<file path="config.mk">
export PLATFORM = sky130hd
export DESIGN_NAME = spi_apb_bridge
export DESIGN_NICKNAME = d
export VERILOG_FILES = /design/src/rtl/spi_apb_bridge.sv
export SDC_FILE = /design/constraint.sdc
export NUM_CORES = 1
export LEC_CHECK = 0
export BUFFER_PORTS_ARGS = -buffer_cell sky130_fd_sc_hd__buf_2
export CAP_MARGIN = 15
export CELL_PAD_IN_SITES_DETAIL_PLACEMENT = 1
export CELL_PAD_IN_SITES_GLOBAL_PLACEMENT = 1
export CORE_ASPECT_RATIO = 1.2
export CORE_MARGIN = 1.5
export CORE_UTILIZATION = 44
export DETAILED_ROUTE_END_ITERATION = 10
export GPL_ROUTABILITY_DRIVEN = 0
export PLACE_DENSITY = 0.79
export SETUP_SLACK_MARGIN = 0.3
export SYNTH_ARGS = -nofsm -noshare
export SYNTH_HDL_FRONTEND = slang
export SYNTH_SLANG_ARGS = --single-unit
</file>
<file path="constraint.sdc">
create_clock -name clk_i -period 2.25 [get_ports clk_i]
set_input_delay 0 -clock clk_i [delete_from_list [all_inputs] [get_ports clk_i]]
set_output_delay 0 -clock clk_i [all_outputs]
set_load 0.01 [all_outputs]
</file>
<file path="src/rtl/spi_apb_bridge.sv">
// rtl/spi_apb_bridge.sv - APB3 slave feeding an SPI mode-0 master driver through TX/RX byte FIFOs
//
// Purpose:
//   Register front end for spi_master_driver. TX bytes written over APB are
//   queued and issued one start_o pulse per byte; each received byte is pushed
//   into an RX queue read back through DATA. Chip select comes from CTRL[0].
//
// Optional feature (macro SPI_BRIDGE_IRQ_EN):
//   adds IRQ_EN register at 0xC and the level interrupt output irq_o.
//
// Ports:
//   clk_i        system clock
//   rst_n_i      asynchronous reset, active low
//   psel_i       APB select
//   penable_i    APB enable
//   pwrite_i     APB write
//   paddr_bi     byte address, [3:2] decoded
//   pwdata_bi    APB write data
//   prdata_bo    APB read data, 0 outside an access
//   pready_o     always 1
//   start_o      1-cycle start pulse to the driver
//   tx_byte_bo   byte for the driver, stable until the next pop
//   busy_i       driver busy
//   rx_byte_bi   byte received by the driver
//   spi_cs_o     active-low chip select
//   irq_o        level interrupt (SPI_BRIDGE_IRQ_EN only)

module spi_apb_bridge_fifo #(
  parameter int DEPTH = 4
) (
  input  logic                     clk_i,
  input  logic                     rst_n_i,
  input  logic                     push_i,
  input  logic [7:0]               wdata_bi,
  input  logic                     pop_i,
  output logic [7:0]               rdata_bo,
  output logic                     full_o,
  output logic                     empty_o,
  output logic [$clog2(DEPTH):0]   count_bo
);

  localparam int AW = $clog2(DEPTH);
  localparam logic [AW:0] FULL_CNT = (AW+1)'(DEPTH);

  logic [7:0]    mem [DEPTH];
  logic [AW-1:0] wr_ptr;
  logic [AW-1:0] rd_ptr;
  logic          do_push;
  logic          do_pop;

  assign full_o   = (count_bo == FULL_CNT);
  assign empty_o  = (count_bo == '0);
  // Push into a full queue and pop from an empty one are silently ignored here;
  // the parent decides whether that is an overflow.
  assign do_push  = push_i & ~full_o;
  assign do_pop   = pop_i & ~empty_o;
  assign rdata_bo = mem[rd_ptr];

  always_ff @(posedge clk_i) begin
    if (do_push) mem[wr_ptr] <= wdata_bi;
  end

  // Pointers are exactly AW bits wide so they wrap modulo DEPTH on their own.
  always_ff @(posedge clk_i or negedge rst_n_i) begin
    if (!rst_n_i) begin
      wr_ptr   <= '0;
      rd_ptr   <= '0;
      count_bo <= '0;
    end else begin
      if (do_push) wr_ptr <= wr_ptr + 1'b1;
      if (do_pop)  rd_ptr <= rd_ptr + 1'b1;
      case ({do_push, do_pop})
        2'b10:   count_bo <= count_bo + 1'b1;
        2'b01:   count_bo <= count_bo - 1'b1;
        default: count_bo <= count_bo;
      endcase
    end
  end

endmodule

module spi_apb_bridge #(
  parameter int FIFO_DEPTH = 4
) (
  input  logic        clk_i,
  input  logic        rst_n_i,
  input  logic        psel_i,
  input  logic        penable_i,
  input  logic        pwrite_i,
  input  logic [3:0]  paddr_bi,
  input  logic [31:0] pwdata_bi,
  output logic [31:0] prdata_bo,
  output logic        pready_o,
  output logic        start_o,
  output logic [7:0]  tx_byte_bo,
  input  logic        busy_i,
  input  logic [7:0]  rx_byte_bi,
  output logic        spi_cs_o
`ifdef SPI_BRIDGE_IRQ_EN
  ,
  output logic        irq_o
`endif
);

  localparam int CW = $clog2(FIFO_DEPTH) + 1;

  localparam logic [1:0] A_DATA = 2'd0;
  localparam logic [1:0] A_STAT = 2'd1;
  localparam logic [1:0] A_CTRL = 2'd2;
  localparam logic [1:0] A_IRQ  = 2'd3;

  typedef enum logic [1:0] {
    S_IDLE,
    S_WAIT_HI,
    S_WAIT_LO,
    S_CAPT
  } state_t;

  state_t        state;

  logic          access;
  logic          wr_en;
  logic          rd_en;
  logic [1:0]    reg_sel;

  logic          tx_push;
  logic          tx_pop;
  logic [7:0]    tx_head;
  logic          tx_full;
  logic          tx_empty;
  logic [CW-1:0] tx_count;

  logic          rx_push;
  logic          rx_pop;
  logic [7:0]    rx_head;
  logic          rx_full;
  logic          rx_empty;
  logic [CW-1:0] rx_count;

  logic [1:0]    ctrl_q;
  logic          tx_ovf;
  logic          rx_ovf;
  logic          busy;
  logic [31:0]   stat_w;
  logic          unused_bits;

`ifdef SPI_BRIDGE_IRQ_EN
  logic [2:0]    irq_en;
`endif

  assign access   = psel_i & penable_i;
  assign wr_en    = access & pwrite_i;
  assign rd_en    = access & ~pwrite_i;
  assign reg_sel  = paddr_bi[3:2];
  assign pready_o = 1'b1;
  assign spi_cs_o = ctrl_q[0];

  assign unused_bits = ^{pwdata_bi[31:8], paddr_bi[1:0], tx_count};

  assign tx_push = wr_en & (reg_sel == A_DATA);
  assign tx_pop  = (state == S_IDLE) & ctrl_q[1] & ~tx_empty;
  assign rx_push = (state == S_CAPT);
  assign rx_pop  = rd_en & (reg_sel == A_DATA);

  spi_apb_bridge_fifo #(.DEPTH(FIFO_DEPTH)) u_tx_fifo (
    .clk_i    (clk_i),
    .rst_n_i  (rst_n_i),
    .push_i   (tx_push),
    .wdata_bi (pwdata_bi[7:0]),
    .pop_i    (tx_pop),
    .rdata_bo (tx_head),
    .full_o   (tx_full),
    .empty_o  (tx_empty),
    .count_bo (tx_count)
  );

  spi_apb_bridge_fifo #(.DEPTH(FIFO_DEPTH)) u_rx_fifo (
    .clk_i    (clk_i),
    .rst_n_i  (rst_n_i),
    .push_i   (rx_push),
    .wdata_bi (rx_byte_bi),
    .pop_i    (rx_pop),
    .rdata_bo (rx_head),
    .full_o   (rx_full),
    .empty_o  (rx_empty),
    .count_bo (rx_count)
  );

  assign busy   = (state != S_IDLE) | ~tx_empty;
  assign stat_w = {16'b0, {(8-CW){1'b0}}, rx_count, 1'b0, tx_ovf, rx_ovf,
                   rx_empty, rx_full, tx_empty, tx_full, busy};

  // Control, sticky flags and optional interrupt enable.
  // A new overflow in the same cycle as its W1C wins, so no event is lost.
  always_ff @(posedge clk_i or negedge rst_n_i) begin
    if (!rst_n_i) begin
      ctrl_q <= 2'b01;
      tx_ovf <= 1'b0;
      rx_ovf <= 1'b0;
`ifdef SPI_BRIDGE_IRQ_EN
      irq_en <= 3'b000;
`endif
    end else begin
      if (wr_en && reg_sel == A_CTRL) ctrl_q <= pwdata_bi[1:0];

      if (tx_push && tx_full)
        tx_ovf <= 1'b1;
      else if (wr_en && reg_sel == A_STAT && pwdata_bi[6])
        tx_ovf <= 1'b0;

      if (rx_push && rx_full)
        rx_ovf <= 1'b1;
      else if (wr_en && reg_sel == A_STAT && pwdata_bi[5])
        rx_ovf <= 1'b0;

`ifdef SPI_BRIDGE_IRQ_EN
      if (wr_en && reg_sel == A_IRQ) irq_en <= pwdata_bi[2:0];
`endif
    end
  end

`ifdef SPI_BRIDGE_IRQ_EN
  always_ff @(posedge clk_i or negedge rst_n_i) begin
    if (!rst_n_i)
      irq_o <= 1'b0;
    else
      irq_o <= |(irq_en & {rx_ovf | tx_ovf, tx_empty & (state == S_IDLE), ~rx_empty});
  end
`endif

  // Transfer FSM. The enable bit is only consulted in IDLE, so clearing it
  // lets the byte in flight finish and be captured.
  always_ff @(posedge clk_i or negedge rst_n_i) begin
    if (!rst_n_i) begin
      state      <= S_IDLE;
      start_o    <= 1'b0;
      tx_byte_bo <= 8'h00;
    end else begin
      start_o <= 1'b0;
      case (state)
        S_IDLE: begin
          if (tx_pop) begin
            tx_byte_bo <= tx_head;
            start_o    <= 1'b1;
            state      <= S_WAIT_HI;
          end
        end
        S_WAIT_HI: if (busy_i)  state <= S_WAIT_LO;
        S_WAIT_LO: if (!busy_i) state <= S_CAPT;
        S_CAPT:    state <= S_IDLE;
        default:   state <= S_IDLE;
      endcase
    end
  end

  always_comb begin
    prdata_bo = 32'h0;
    if (rd_en) begin
      case (reg_sel)
        A_DATA: if (!rx_empty) prdata_bo = {24'h0, rx_head};
        A_STAT: prdata_bo = stat_w;
        A_CTRL: prdata_bo = {30'h0, ctrl_q};
`ifdef SPI_BRIDGE_IRQ_EN
        A_IRQ:  prdata_bo = {29'h0, irq_en};
`endif
        default: prdata_bo = 32'h0;
      endcase
    end
  end

endmodule
</file>
* Word level (Yosys, flattened, before mapping)
Memory sizes are Yosys's and may differ from the RTL's. A register that Yosys moved wholly into a read port is not among the register bits.
Cells that the tools add are included.
W data, S select, Z words.
** Word-level totals
- Bits in registers :: 21
- Bits in latches :: 0
- Memory bits (writable) :: 64
- Bits in read-only memories :: 0
- Memories :: 2
** Memories
- u_rx_fifo.mem :: words 4, width 8, read ports 1, clocked after Yosys merged registers in 0, write ports 1, line 45 : logic [7:0] mem [DEPTH];
- u_tx_fifo.mem :: words 4, width 8, read ports 1, clocked after Yosys merged registers in 1, write ports 1, line 45
** Operators by class
- Add/sub/neg operators :: 8
- Multipliers :: 0
- Divide/modulo/power cells :: 0
- $lt $le $gt $ge :: 0
- Equal/unequal tests :: 14
- Shift-type cells :: 0
- Muxes and demuxes :: 19
- Bitwise gates (word level) :: 17
- Reductions and logical operators :: 18
** Operator list (count)
- $pmux W32 S3 :: 1
- $mux W32 :: 1
- $pmux W3 S2 :: 2
- $and A1 B1 Y1 :: 11
- $eq A2 B2 Y1 const B :: 5
- $mux W1 :: 10
- $reduce_bool A2 Y1 :: 5
- $add A2 B1 Y2 const B :: 4
- $eq A2 B1 Y1 const B :: 4
- $mux W8 :: 1
- $pmux W2 S4 :: 1
- $add A3 B1 Y3 const B :: 2
- $eq A3 B3 Y1 const B :: 2
- $logic_and A1 B1 Y1 :: 6
- $logic_not A3 Y1 :: 2
- $mux W2 :: 3
- $sub A3 B1 Y3 const B :: 2
- $not A1 Y1 :: 5
- $logic_not A2 Y1 :: 2
- $ne A2 B2 Y1 const B :: 2
- $reduce_and A3 Y1 :: 1
- $ne A2 B1 Y1 const B :: 1
- $reduce_and A2 Y1 :: 1
- $logic_not A1 Y1 :: 1
- $or A1 B1 Y1 :: 1

* Depth between registers and ports, before layout
Gate-level depths: netlist of run 1.
- Word-level depth :: 6
- Mapped depth :: 10
- Mapped depth without buffers :: 10

* Hierarchy
A second synthesis of run 1 with hierarchy kept.
** Unflattened totals
- Cell total of the unflattened synthesis :: 264
- Area, all modules :: 4300.4 µm²
** Modules (own cells, without submodules)
- spi_apb_bridge_fifo (u_tx_fifo) :: instances 1, cells each 79, area each 1592.8 µm², sequential area each 1136.1 µm²
- spi_apb_bridge_fifo (u_rx_fifo) :: instances 1, cells each 80, area each 1584.0 µm², sequential area each 1136.1 µm²
- spi_apb_bridge :: instances 1, cells each 105, area each 1123.6 µm², sequential area each 376.6 µm²

* Worst setup path after synthesis of run 1
Ideal clock, no wire load.
- Kind :: register to register
- Start :: register state[0]
- End :: register u_tx_fifo.count_bo[2]
- Setup time :: 79 ps
- Arrival time :: 1929 ps
- Required time :: 2171 ps
- Path slack :: 242 ps
- Cell stages (with the launch flop) :: 11
- Clock period less this slack :: 2008 ps
- Cell sequence :: dfrtp_1 -> inv_1 -> ha_1 -> o311ai_1 -> inv_2 -> ha_1 -> inv_1 -> fa_1 -> xor2_1 -> nor2_1 -> xor2_1
** On the way
- Cells in the longest elaborated chain, start to end :: 6
- Elaborated cells between the ends (all ways) :: 8
** Ends and longest elaborated chain
- from (decl) :: line 119 : state_t state;
- from (signal assigned) :: line 235 : state <= S_IDLE;
- from (signal assigned) :: line 245 : state <= S_WAIT_HI;
- from (signal assigned) :: line 248 : S_WAIT_HI: if (busy_i) state <= S_WAIT_LO;
- $logic_not A2 Y1 (*) :: line 161 : assign tx_pop = (state == S_IDLE) & ctrl_q[1] & ~tx_empty;
- $and A1 B1 Y1 (*) (2 in series) :: line 161
- $and A1 B1 Y1 (*) :: line 56 : assign do_pop = pop_i & ~empty_o;
- via u_tx_fifo.do_pop :: line 49 : logic do_pop;
- $eq A2 B1 Y1 / $eq A2 B2 Y1 (equally long branches) :: line 72 : case ({do_push, do_pop})
- $pmux W3 S2 / $reduce_bool A2 Y1 (equally long branches)
- to (signal assigned) :: line 73 : 2'b10: count_bo <= count_bo + 1'b1;
- to (signal assigned) :: line 74 : 2'b01: count_bo <= count_bo - 1'b1;
- to (signal assigned) :: line 75 : default: count_bo <= count_bo;
- to (decl) :: line 39 : output logic [$clog2(DEPTH):0] count_bo
The timed path passes the listed nets; every way through them passes the cells marked *.
A chain may end at the register's enable or synchronous reset.

* Final worst setup path of run 1
- Start :: register state[1]
- End :: output port prdata_bo[0]
** On the way
- Cells in the longest elaborated chain, start to end :: 4
** Ends and longest elaborated chain
- $reduce_bool A2 Y1 :: line 189 : assign busy = (state != S_IDLE) | ~tx_empty;
- $or A1 B1 Y1 :: line 189
- $pmux W32 S3 :: line 259 : case (reg_sel)
- $mux W32 :: line 258 : if (rd_en) begin
- to (decl) :: line 92 : output logic [31:0] prdata_bo,
Every way passes these cells.

==> results.md, run 1 <==
- Entering global routing, the biggest net connects 30 pins.
- The die covers 10,180 um2.
- The global-route congestion overflow total is 0.
- The final-report hold violation count is 0.
- The top-level port count is 93.
- The number of flip-flops and latches in the synthesized netlist is 93.
- The via count of the first global-routing pass is 2,707.
- The share of total power in combinational logic is 33.1%.
- The launch point of the worst path is state[1].
- The cell area after synthesis is 4217 um2.
- The number of enable-type register cells in the synthesized netlist is 64.
- The total wirelength of the detailed-routed design is 8673 um.
- The async set-or-reset flop fraction in the synthesized netlist is 31.18%.
- The tightest slew margin relative to the limit is 50.25%.
- The switching power as a share of total power is 34.35%.
- The routed wire length per instance is 17.70 um.
- The element type at the critical path end is a primary output.
- Global routing consumed, over all layers together, 18.72% of the routing resources.
- The number of setup violations in the final report is 0.
- At the later pin of the worst-skew pair, clock insertion delay measures 0.38 ns.
- The H-tree generated during clock tree synthesis spans 3 levels.
- The fraction of the yosys area taken by sequential cells is 62.82%.
- The number of design rule violations left after detail routing is 0.
- The flow ran to the end, and the final reports show no timing, DRC or antenna violations.
- The transition time at the pin with the least slew margin is 0.7462 ns.
- Counting both buffers and inverters, the worst setup path holds a total of 2.
- The internal portion of the total power is 3.608 mW.
- The biggest cell delay along the critical path is 0.51 ns.
- Setup repair after global routing could not meet its margin everywhere.
- TritonCTS built the clock tree.
- In this run, CTS created clock tree buffers numbering 9.
- Broken down by cell family, the worst path's largest delay share belongs to simple AND/OR/NAND/NOR gates.
- Once detailed placement completed, the half-perimeter wirelength came to 5877 um.
- The critical path depth in cells is 6.
- On the final layout, the worst clock skew is 0.01307 ns.
- The final worst setup slack is 0.2871 ns.
- The tree built by TritonCTS fans out to 93 sinks.
- The worst-path cell with the longest stage delay is or4b_4.
- The signal on the critical path passes through inv_2 > ha_4 > or4b_4 > a22oi_2 > o2bb2ai_2 > buf_2.
- Relative to the synthesized area, the layout overhead comes to 20.86%.
- The instance count of the mapped netlist is 278.
- The placeable core region is 9176 um2.
- After detailed routing, the number of vias per cell comes to 5.076.
- The final cycle utilization of the critical path is 87.24%.
- The initial antenna violation count is 0.
- The clock transition time at the flip-flop clock pins of the worst setup and hold paths is 0.10 ns.
- The tool flagged a number of max-cap violations equal to 0.
- Once the floorplan was initialized, standard cells occupied 45.95% of the core.
- Among all flip-flop cells after synthesis, the most frequent one is edfxtp_1.
- In this run the power spent charging and discharging nets is 1.887 mW.
- The class of the most critical setup path is reg2out.
- The peak supply drop is 738.0 uV.
- The clock share of power is 20.4%.
- In the final timing run, aggregate negative setup slack is 0 ns.
- The total vias in the final route is 2,487.
- The routed design could run at a clock period as short as 1.963 ns.
- The die height is 110.2 um.
- After the last flow step, the layout net total stands at 432.
- Measured in cells, the most critical reg-to-reg path has a length of 9.
- The nature of the critical path startpoint is a flip-flop.
- The number of instances on the worst hold path is 4.
- Along the worst path, the maximum fanout reaches 3.
- The number of max-slew violations in the final report was 0.
- The floorplan has 38 rows.
- The source of the worst hold timing path is paddr_bi[3].
- The mean area per synthesized cell is 15.17 um2.
- The worst-case setup slack after placement is 0.2088 ns.
- The distinct cell type count of the synthesized netlist is 47.
- The sequential group share of total power is 46.6%.
- The post-detailed-route count of antenna-violating nets is 0.
- In this run the tool buffered the top-level ports with 44 buffer cells.
- STA puts the critical path data arrival time at 1.96 ns.
- The final antenna diode count is 0.
- The first global-routing pass estimated 13,910 um of wire.
- The type of the tightest min-delay check is in2reg.
- The required time of the critical path is 2.25 ns.
- The static leakage is 2.059 nW.
- The maximum number of buffers from clock root to sink is 2.
- The floorplan step set the die width to 92.37 um.
- The number of synthesis warnings is 0.
- The library cell used as clock root buffer is clkbuf_8.
- The upper clock frequency limit is 0.5095 GHz.
- Cells with a size suffix above 1 make up 33.78% of the layout.
- In this run the power density over the cells is 1078 nW/um2.
- For this block, the initial DRC count from the detailed router was 72.
- For this run, the detailed router's first-pass iteration total came to 4.
- The worst register-to-register path begins at u_tx_fifo.count_bo[1].
layer usage:
metal / part of all wire [%] / GRT usage (%)
met1: 40 / 20.28
met2: 54 / 35.19
met3: 4.8 / 4.938
met4: 1.3 / 6.593
met5: 0 / 0
cells by family (layout without fill, tap and decap cells):
group,after synthesis,after routing,synth area share [%]
compound gates,21,21,3.976
xor+xnor,12,12,2.493
fa+ha+maj,17,17,5.401
buf+inv,45,117,6.053
flops,93,93,62.82
mux,22,22,10.21
other cells,2,22,0.1781
simple gates,66,66,8.872
path summary, 6_finish.rpt:
path                                         endpoint  slack [ns]
worst max-delay path                     prdata_bo[0]        0.29
worst min-delay path                           rx_ovf        0.12
worst max register to register  u_tx_fifo.count_bo[2]        0.33
worst min register to register          tx_byte_bo[2]        0.48
max in group asynchronous         u_rx_fifo.rd_ptr[0]        1.47
min in group asynchronous               tx_byte_bo[4]        0.22
power groups by stage:
| stage | logic, mW | registers [mW] | clock network [mW] |
|---|---|---|---|
| floorplan | 1.19 | 2.42 | 0 |
| global placement | 1.43 | 2.56 | 0 |
| detailed placement | 1.51 | 2.58 | 0 |
| CTS | 1.68 | 2.56 | 1.15 |
| global route | 2.02 | 2.62 | 1.20 |
| finish | 1.82 | 2.56 | 1.12 |
Yosys cell counts, types with 2 or more instances:
cell type / count / area share [%]
inv_1: 16 / 1.4
nor3_1: 4 / 0.47
mux4_2: 16 / 8.5
nand2b_1: 2 / 0.30
ha_1: 15 / 4.5
conb_1: 2 / 0.18
o2bb2ai_1: 3 / 0.62
edfxtp_1: 64 / 46
clkbuf_1: 3 / 0.27
mux2_2: 2 / 0.53
buf_2: 3 / 0.36
buf_4: 22 / 3.9
mux2_1: 2 / 0.53
dfrtp_1: 28 / 17
nand2_1: 28 / 2.5
nor2_1: 4 / 0.36
and2_1: 13 / 1.9
a2111oi_0: 2 / 0.42
nor3b_2: 2 / 0.59
nor2b_1: 3 / 0.45
a22oi_1: 2 / 0.36
a32o_1: 4 / 0.95
xnor2_1: 6 / 1.2
xor2_1: 6 / 1.2
o21ai_0: 3 / 0.36
fa_1: 2 / 0.95
worst reg2reg max path: stages (launching register included):
cell     delay (ns)
dfrtp_1        0.42
nor3b_4        0.31
nor3b_2        0.10
inv_2          0.09
ha_4           0.13
inv_1          0.05
fa_2           0.33
xor2_1         0.15
nor2_1         0.11
xor2_1         0.16
state kept, by name (all words and copies together), names as in the netlist:
name and cells:
u_rx_fifo.mem 32, u_tx_fifo.mem 32, tx_byte_bo 8, u_rx_fifo.count_bo 3, u_tx_fifo.count_bo 3, ctrl_q 2
state 2, u_rx_fifo.rd_ptr 2, u_rx_fifo.wr_ptr 2, u_tx_fifo.rd_ptr 2, u_tx_fifo.wr_ptr 2, rx_ovf 1
start_o 1, tx_ovf 1
stage by stage:
stage          hold WS, ns  instance area [um2]  util, %  power [mW]  cells
2_1_floorplan      -0.2956                 4307        -       3.614    298
3_3_place_gp       0.08102                 4546    49.54       3.988    442
3_5_place_dp       0.09878                 4546    49.54       4.097    442
4_1_cts            0.09664                 5027    54.79       5.383    483
5_1_grt             0.1619                 5096    55.54       5.837    490
6_report            0.1248                 5096    55.54       5.495    490
layout by cell type (no fill, tap or decap), types with 2 or more instances in the layout:
master,instances
conb_1,22
mux2_1,2
nand2_1,28
inv_2,4
mux2_2,2
clkbuf_8,9
dlygate4sd3_1,18
inv_1,13
nand2b_1,2
dfrtp_1,25
a2111oi_0,2
ha_1,11
mux4_2,16
xnor2_1,6
o2bb2ai_1,2
and2_1,13
inv_6,3
inv_8,2
dfrtp_2,2
edfxtp_1,64
buf_4,22
ha_4,2
a32o_1,4
xor2_1,6
nor3_1,3
o21ai_0,2
ha_2,2
buf_2,44
fa_2,2
nor2_1,3
nor2b_1,3
what timing repair did:
action / in CTS / in global routing
hold endpoints to repair: 96 / 0
buffers inserted: 7 / 7
hold buffers: 18 / 0
pin swaps: 8 / 9
setup endpoints to repair: 12 / 9
resized for setup: 13 / 5
final cells by class:
type,instances,area [um2]
flip-flops and latches,93,2655
clock buffers,9,123.9
well taps,120,150.1
repair buffers,84,565.5
multi-input cells,160,1465
clock inverters,7,72.57
fillers,918,4080
inverters,17,63.81
(Power assumes the default switching activity.)
==> inputs of run 2 (changes only) <==
--- a/config.mk
+++ b/config.mk
@@ -9,12 +9,11 @@
 export CAP_MARGIN = 15
 export CELL_PAD_IN_SITES_DETAIL_PLACEMENT = 1
 export CELL_PAD_IN_SITES_GLOBAL_PLACEMENT = 1
-export CORE_ASPECT_RATIO = 1.2
 export CORE_MARGIN = 1.5
-export CORE_UTILIZATION = 44
+export CORE_UTILIZATION = 40
 export DETAILED_ROUTE_END_ITERATION = 10
 export GPL_ROUTABILITY_DRIVEN = 0
-export PLACE_DENSITY = 0.79
+export PLACE_DENSITY = 0.76
 export SETUP_SLACK_MARGIN = 0.3
 export SYNTH_ARGS = -nofsm -noshare
 export SYNTH_HDL_FRONTEND = slang
==> constraint.sdc (replaced) <==
create_clock -name clk_i -period 1.6 [get_ports clk_i]
set_input_delay 0 -clock clk_i [delete_from_list [all_inputs] [get_ports clk_i]]
set_output_delay 0 -clock clk_i [all_outputs]
set_load 0.01 [all_outputs]
==> run 2 against run 1 <==
The flow now finishes with violations (setup timing). Die area up 9.7%. Worst setup slack worse by 0.70 ns. Combinational power up 130%. Register-to-register slack worse by 0.74 ns. Critical path type is now reg2reg. Largest cell class unchanged. Largest power group is now combinational logic. Highest routed layer unchanged.
==> results.md, run 2 (synthesis results as in run 1) <==
- The type of the tightest min-delay check is in2reg (unchanged).
- The layout overhead on the synthesized area is 36.77% (was 20.86%).
- The power per cell area is 1594 nW/um2 (was 1078 nW/um2).
- The die footprint is 11,170 um2 (was 10,180 um2).
- The number of buffers added on ports was 44 (unchanged).
- The sequential group share of total power is 37.7% (was 46.6%).
- The DRC violation total after the first TritonRoute iteration is 72 (unchanged).
- The number of clock sinks seen by CTS is 93 (unchanged).
- The number of CTS-inserted buffers is 9 (unchanged).
- The tightest slew margin relative to the limit is 49.91% (was 50.25%).
- The global-route congestion overflow total is 0 (unchanged).
- Outcome: finished, violations left (was finished clean).
- The maximum number of buffers from clock root to sink was 2 (unchanged).
- The routed wire length per instance is 18.75 um (was 17.70 um).
- The die width was 105.7 um (was 92.37 um).
- Most frequent cells in the layout: edfxtp_1 (64), buf_2 (40), buf_4 (31) (was edfxtp_1 (64), buf_2 (44), nand2_1 (28)).
- The number of nets in the layout is 467 (was 432).
- The share of total power in combinational logic came to 45.1% (was 33.1%).
- The checks that failed: setup timing.
- The number of maximum-capacitance violations was 0 (unchanged).
- The most common cell after layout, fill and taps aside is edfxtp_1 (unchanged).
- The final worst setup slack came to -0.4143 ns (was 0.2871 ns).
- After layout, the minimum clock period comes to 2.014 ns.
- The switching power as a share of total power came to 32.92% (was 34.35%).
- The nature of the critical path startpoint is a flip-flop (unchanged).
- Derived from the worst setup path, the maximum achievable clock frequency is 0.4964 GHz.
- The number of design rule violations left after detail routing is 0 (unchanged).
- The worst path uses 125.9% of the clock period.
- The class of the most critical setup path is reg2reg (was reg2out).
- The required time of the critical path was 1.88 ns (was 2.25 ns).
- The clock share of power was 17.2% (was 20.4%).
- The initial core utilization came to 41.03% (was 45.95%).
- The switching power is 3.025 mW (was 1.887 mW).
- The combined global-route utilization of all metal layers is 18.56% (was 18.72%).
- Setup repair after global routing missed its margin: yes (unchanged).
- The number of setup violations in the final report is 23 (was 0).
- The number of placed instances, taps included is 482 (was 442).
- The number of non-filler instances in the completed layout is 541 (was 490).
- The worst hold slack after final layout is 0.06313 ns (was 0.1248 ns).
- The clock skew is 0.01413 ns (was 0.01307 ns).
- The total vias in the final route was 2,665 (was 2,487).
- The data arrival time at the worst-slack endpoint came to 2.30 ns (was 1.96 ns).
- The final total power is 9.190 mW (was 5.495 mW).
- The HPWL reported at the end of detailed placement is 6345 um (was 5877 um).
- The wire length of the first global-routing pass is 15,170 um (was 13,910 um).
- The post-detailed-route count of antenna-violating nets came to 0 (unchanged).
- The peak supply drop is 738.0 uV (about the same).
- The H-tree depth reported by CTS is 3 (unchanged).
- The total wirelength of the detailed-routed design is 10,140 um (was 8673 um).
- The initial antenna violation count is 0 (unchanged).
- The placeable core region is 10,280 um2 (was 9176 um2).
- The number of search-and-repair iterations in the first detailed-routing pass is 4 (unchanged).
- The number of max-slew violations in the final report came to 0 (unchanged).
- The proportion of layout cells with a drive suffix above 1 is 48.40% (was 33.78%).
- The clock tree from TritonCTS is done (unchanged).
- Registers with the highest flip-flop counts: u_rx_fifo.mem (32), u_tx_fifo.mem (32), tx_byte_bo (8) (unchanged).
- The clock network latency to the later pin of the worst-skew pair is 0.36 ns (was 0.38 ns).
- The final-report hold violation count is 0 (unchanged).
- The static leakage was 2.380 nW (was 2.059 nW).
- The top-level port count is 93 (unchanged).
- The element type at the critical path end is a flip-flop (was primary output).
- The pin count of the biggest net entering global routing is 30 (unchanged).
- The maximum fanout along the worst path was 3 (unchanged).
- The internal power summed over all cells is 6.165 mW (was 3.608 mW).
- The final antenna diode count is 0 (unchanged).
- The transition time at the pin with the least slew margin is 0.7513 ns (was 0.7462 ns).
- The die height came to 105.7 um (was 110.2 um).
- The number of vias per cell after detailed routing is 4.926 (was 5.076).
- The number of core rows came to 37 (was 38).
- The clock transition time at the flip-flop clock pins of the worst setup and hold paths came to 0.09 ns (was 0.10 ns).
- The library cell used as clock root buffer is clkbuf_8 (unchanged).
- The via count of the first global-routing pass is 2,751 (was 2,707).
## run 2: through the flow
step | utilization (%) | cell area [um2] | TNS, ns | setup WS (ns)
detailed placement | 47.70 | 4902 | -1.276 | -0.3463
CTS | 54.29 | 5579 | -3.242 | -0.4074
global route | 56.11 | 5767 | -6.917 | -0.5364
finish | 56.11 | 5767 | -3.705 | -0.4143
global placement | 47.70 | 4902 | -0.8667 | -0.1976
floorplan | - | 4431 | -0.8388 | -0.2519
## run 2: per-layer routing
metal | global-route usage, % | share of wire [%]
met5 | 0 | 0
met4 | 6.467 | 1.9
met3 | 4.638 | 3.0
met2 | 32.37 | 54
met1 | 22.33 | 41
## run 2: critical path: stages, from the launching register on
cell and delay (ns):
dfrtp_2 0.44, buf_6 0.13, nor3b_4 0.24, nor3b_4 0.07
inv_2 0.07, ha_4 0.13, inv_2 0.04, fa_2 0.33
xor2_1 0.16, nor2_1 0.15, xor2_1 0.17
## run 2: path summary, 6_finish.rpt
check / from / end / slack [ns] / cells past startpoint
worst max-delay path: u_tx_fifo.count_bo[1] / u_tx_fifo.count_bo[2] / -0.41 / 10
worst min-delay path: busy_i / state[0] / 0.06 / 4
worst max register to register: u_tx_fifo.count_bo[1] / u_tx_fifo.count_bo[2] / -0.41 / 10
worst min register to register: tx_byte_bo[4] / tx_byte_bo[4] / 0.48 / 2
max in group asynchronous: rst_n_i / u_rx_fifo.count_bo[2] / 0.83 / 2
min in group asynchronous: rst_n_i / u_tx_fifo.rd_ptr[0] / 0.23 / 2
## run 2: final cells by class
type | instances | area [um2]
fill | 1038 | 4511
clock inverter | 3 | 46.29
clock buffer | 13 | 148.9
inverter | 17 | 63.81
sequential | 93 | 2655
tap | 136 | 170.2
multi-input combinational | 160 | 1667
timing repair buffer | 119 | 1016
## run 2: power by group through the flow
stage | logic (mW) | registers [mW] | clock network [mW]
global placement | 2.87 | 3.49 | 0
finish | 4.14 | 3.47 | 1.58
floorplan | 1.87 | 3.48 | 0
global route | 4.45 | 3.53 | 1.68
CTS | 3.75 | 3.46 | 1.62
detailed placement | 3.04 | 3.53 | 0
## run 2: timing repair
item                       CTS  global route
pin swaps                   21             8
gates resized for setup     37            26
setup endpoints to repair   94            98
buffers inserted            18             6
hold buffers                17             0
gates cloned                 1             1
hold endpoints to repair    96             0
==> inputs of run 3 (changes only) <==
--- a/config.mk
+++ b/config.mk
@@ -5,12 +5,13 @@
 export SDC_FILE = /design/constraint.sdc
 export NUM_CORES = 1
 export LEC_CHECK = 0
+export ABC_AREA = 1
 export BUFFER_PORTS_ARGS = -buffer_cell sky130_fd_sc_hd__buf_2
 export CAP_MARGIN = 15
 export CELL_PAD_IN_SITES_DETAIL_PLACEMENT = 1
 export CELL_PAD_IN_SITES_GLOBAL_PLACEMENT = 1
 export CORE_MARGIN = 1.5
-export CORE_UTILIZATION = 40
+export CORE_UTILIZATION = 38
 export DETAILED_ROUTE_END_ITERATION = 10
 export GPL_ROUTABILITY_DRIVEN = 0
 export PLACE_DENSITY = 0.76
==> run 3 against run 2 <==
The run still ends with setup timing left. Critical path depth is the same. Critical path type unchanged. Routed wire length grew 16%. Power grew 14%. Highest routed layer unchanged.
==> results.md, run 3 <==
- The final-report hold violation count is 0 (unchanged).
- The distinct cell type count of the synthesized netlist came to 35 (was 47).
- Most common library cells after synthesis: nand2_1 (81), edfxtp_1 (64), inv_1 (57) (was edfxtp_1 (64), dfrtp_1 (28), nand2_1 (28)).
- The final antenna diode count is 0 (unchanged).
- The pin count of the biggest net entering global routing is 30 (unchanged).
- The maximum number of buffers from clock root to sink is 2 (unchanged).
- The element type at the critical path end is a flip-flop (unchanged).
- The HPWL reported at the end of detailed placement is 6927 um (was 6345 um).
- The number of setup violations in the final report is 12 (was 23).
- The dominant cell by count in the synthesized netlist is nand2_1 (was edfxtp_1).
- The fraction of the yosys area taken by sequential cells is 59.47% (was 62.82%).
- The number of nets in the layout is 621 (was 467).
- The shortest clock period the worst path allows after layout is 1.871 ns (was 2.014 ns).
- The initial core utilization is 39.01% (was 41.03%).
- The data arrival time at the worst-slack endpoint is 2.11 ns (was 2.30 ns).
- The switching power is 4.120 mW (was 3.025 mW).
- The H-tree depth reported by CTS is 3 (unchanged).
- Registers with the highest flip-flop counts: u_rx_fifo.mem (32), u_tx_fifo.mem (32), tx_byte_bo (8) (unchanged).
- The library cell used as clock root buffer is clkbuf_16 (was clkbuf_8).
- The nature of the critical path startpoint is a flip-flop (unchanged).
- The number of synthesis warnings is 0 (unchanged).
- The number of placed instances, taps included is 640 (was 482).
- The internal power summed over all cells is 6.403 mW (was 6.165 mW).
- The power per cell area came to 1710 nW/um2 (was 1594 nW/um2).
- The worst-path cell with the longest stage delay is dfrtp_1 (was dfrtp_2).
- The combined global-route utilization of all metal layers is 18.18% (was 18.56%).
- Violated checks: setup timing (unchanged).
- The share of total power in combinational logic is 46.9% (was 45.1%).
- The upper clock frequency limit is 0.5346 GHz (was 0.4964 GHz).
- The largest area contributor in the synthesized netlist is edfxtp_1 (unchanged).
- The post-detailed-route count of antenna-violating nets is 0 (unchanged).
- The cell area after synthesis was 4454 um2 (was 4217 um2).
- The maximum fanout along the worst path is 3 (unchanged).
- The buffer and inverter count on the worst path was 3 (unchanged).
- The main flop type after synthesis is edfxtp_1 (unchanged).
- The tightest slew margin relative to the limit is 51.52% (was 49.91%).
- The mean area per synthesized cell came to 10.36 um2 (was 15.17 um2).
- The number of enable-type register cells in the synthesized netlist was 64 (unchanged).
- The worst-case setup slack after placement came to -0.2426 ns (was -0.3463 ns).
- The summed negative setup slack over all endpoints is -1.474 ns (was -3.705 ns).
- The die height is 111.3 um (was 105.7 um).
- The most common cell after layout, fill and taps aside is edfxtp_1 (unchanged).
- The transition time at the pin with the least slew margin is 0.7272 ns (was 0.7513 ns).
- The number of non-filler instances in the completed layout was 702 (was 541).
- The wire length of the first global-routing pass is 17,290 um (was 15,170 um).
- The number of design rule violations left after detail routing came to 0 (unchanged).
- The die footprint came to 12,380 um2 (was 11,170 um2).
- The total vias in the final route is 3,296 (was 2,665).
- The die width came to 111.3 um (was 105.7 um).
- The peak supply drop is 1028 uV (was 738.0 uV).
- The sequential group share of total power is 33.6% (was 37.7%).
- The final worst setup slack was -0.2707 ns (was -0.4143 ns).
- The static leakage is 2.667 nW (was 2.380 nW).
- The required time of the critical path is 1.84 ns (was 1.88 ns).
- The layout overhead on the synthesized area is 38.17% (was 36.77%).
- The global-route congestion overflow total is 0 (unchanged).
- The DRC violation total after the first TritonRoute iteration is 142 (was 72).
- The placeable core region came to 11,420 um2 (was 10,280 um2).
- The number of core rows is 39 (was 37).
- The number of flip-flops and latches in the synthesized netlist is 93 (unchanged).
- The number of max-slew violations in the final report is 0 (unchanged).
- The proportion of layout cells with a drive suffix above 1 is 38.28% (was 48.40%).
- Crit path cell chain: inv_2 > ha_4 > nand3_4 > clkinv_4 > ha_4 > inv_2 > fa_2 > a21oi_2 > o21ai_2 > xor2_1 (was buf_6 > nor3b_4 > nor3b_4 > inv_2 > ha_4 > inv_2 > fa_2 > xor2_1 > nor2_1 > xor2_1).
- The class of the most critical setup path is reg2reg (unchanged).
- The number of search-and-repair iterations in the first detailed-routing pass is 4 (unchanged).
- The critical path's top delay family is adder cells (unchanged).
- The top-level port count is 93 (unchanged).
- The number of maximum-capacitance violations was 0 (unchanged).
- The clock network latency to the later pin of the worst-skew pair is 0.35 ns (was 0.36 ns).
- The routed wire length per instance was 16.82 um (was 18.75 um).
- The switching power as a share of total power came to 39.15% (was 32.92%).
- Setup repair after global routing missed its margin: yes (unchanged).
- Outcome: finished, violations left (unchanged).
- The clock share of power was 19.5% (was 17.2%).
- The area taken by flip-flops and latches came to 2655 um2 (unchanged).
- The async set-or-reset flop fraction in the synthesized netlist is 31.18% (unchanged).
- The final cycle utilization of the critical path is 116.9% (was 125.9%).
- The worst hold slack after final layout is 0.07981 ns (was 0.06313 ns).
- The number of fill cells is 1,259 (was 1,038).
- The instance count of the mapped netlist is 430 (was 278).
- The number of vias per cell after detailed routing is 4.695 (was 4.926).
- The clock skew came to 0.008162 ns (was 0.01413 ns).
- The top cell type's share of synthesized area is 43.15% (was 45.58%).
- The via count of the first global-routing pass is 3,531 (was 2,751).
- Cell types occupying the most area after synthesis: edfxtp_1 (43%), dfrtp_1 (16%), nand2_1 (6.8%) (was edfxtp_1 (46%), dfrtp_1 (17%), mux4_2 (8.5%)).
- The clock transition time at the flip-flop clock pins of the worst setup and hold paths is 0.07 ns (was 0.09 ns).
- Most frequent cells in the layout: edfxtp_1 (64), nand2_1 (62), inv_1 (48) (was edfxtp_1 (64), buf_2 (40), buf_4 (31)).
- The area taken by multi-input logic gates is 1717 um2 (was 1667 um2).
- The number of buffers added on ports is 44 (unchanged).
- The type of the tightest min-delay check is in2reg (unchanged).
- The number of CTS-inserted buffers is 9 (unchanged).
- The number of clock sinks seen by CTS came to 93 (unchanged).
- The clock tree from TritonCTS is done (unchanged).
- The total wirelength of the detailed-routed design is 11,810 um (was 10,140 um).
- The biggest cell delay along the critical path was 0.45 ns (was 0.44 ns).
- The initial antenna violation count is 0 (unchanged).
run 3: cells by family after synthesis:
logic type	synth area share [%]
and+or+nand+nor	15.73
buffers and inverters	11.49
DFF	59.47
AOI/OAI and AO/OA	6.236
adders and majority gates	5.112
xor gates and xnor gates	1.573
other	0.1686
muxes	0.2247
run 3: worst reg2reg max path, cell delays in order, from the launching register on:
cell and delay (ns):
dfrtp_1 0.45, inv_2 0.13, ha_4 0.17, nand3_4 0.10, clkinv_4 0.06, ha_4 0.12, inv_2 0.04, fa_2 0.36
a21oi_2 0.14, o21ai_2 0.07, xor2_1 0.14
run 3: worst paths after layout:
kind                          startpoint                    end  slack, ns  depth (start not counted)
max                             state[1]  u_tx_fifo.count_bo[2]      -0.27                         10
min                               busy_i               state[1]       0.08                          5
max reg2reg                     state[1]  u_tx_fifo.count_bo[2]      -0.27                         10
min reg2reg                tx_byte_bo[3]          tx_byte_bo[3]       0.48                          2
max in group asynchronous        rst_n_i    u_rx_fifo.rd_ptr[0]       0.83                          2
min in group asynchronous        rst_n_i          tx_byte_bo[5]       0.25                          2
run 3: stage by stage:
step	utilization (%)	total power [mW]	cell area, um2
after global routing	53.90	11.21	6155
after CTS	50.47	9.551	5763
final	53.90	10.52	6155
after floorplan	-	5.749	4589
after global placement	43.98	6.640	5022
after detailed placement	43.98	6.858	5022
run 3: power by group through the flow:
stage	registers [mW]	logic, mW	clock network [mW]
CTS	3.47	3.97	2.11
global route	3.60	5.44	2.17
global placement	3.47	3.17	0
detailed placement	3.51	3.35	0
finish	3.53	4.94	2.06
floorplan	3.39	2.36	0
run 3: final cells by class:
class	count	share of cell area [%]
clock buffer	9	3.659
tap	143	2.907
multi-input combinational	262	27.89
sequential	93	43.14
clock inverter	7	0.9555
inverter	62	4.066
timing repair buffer	126	17.38
run 3: metal layers:
metal	GRT usage, %	vias to the layer above	share of wire, %	wire length [um]
met2	35.42	64	58	6804
met4	7.004	0	2.4	284
met5	0	-	0	0
li1	-	1585	-	-
met3	3.827	23	2.9	341
met1	18.78	1624	37	4377
run 3: repair_timing:
item                                   in CTS  in global routing
setup buffers                              16                 12
resized for setup                          42                 74
hold buffers                               17                  0
gates cloned                                0                  1
pin swaps                                  19                 22
endpoints found under the hold margin      94                  0
setup endpoints to repair                  85                 97
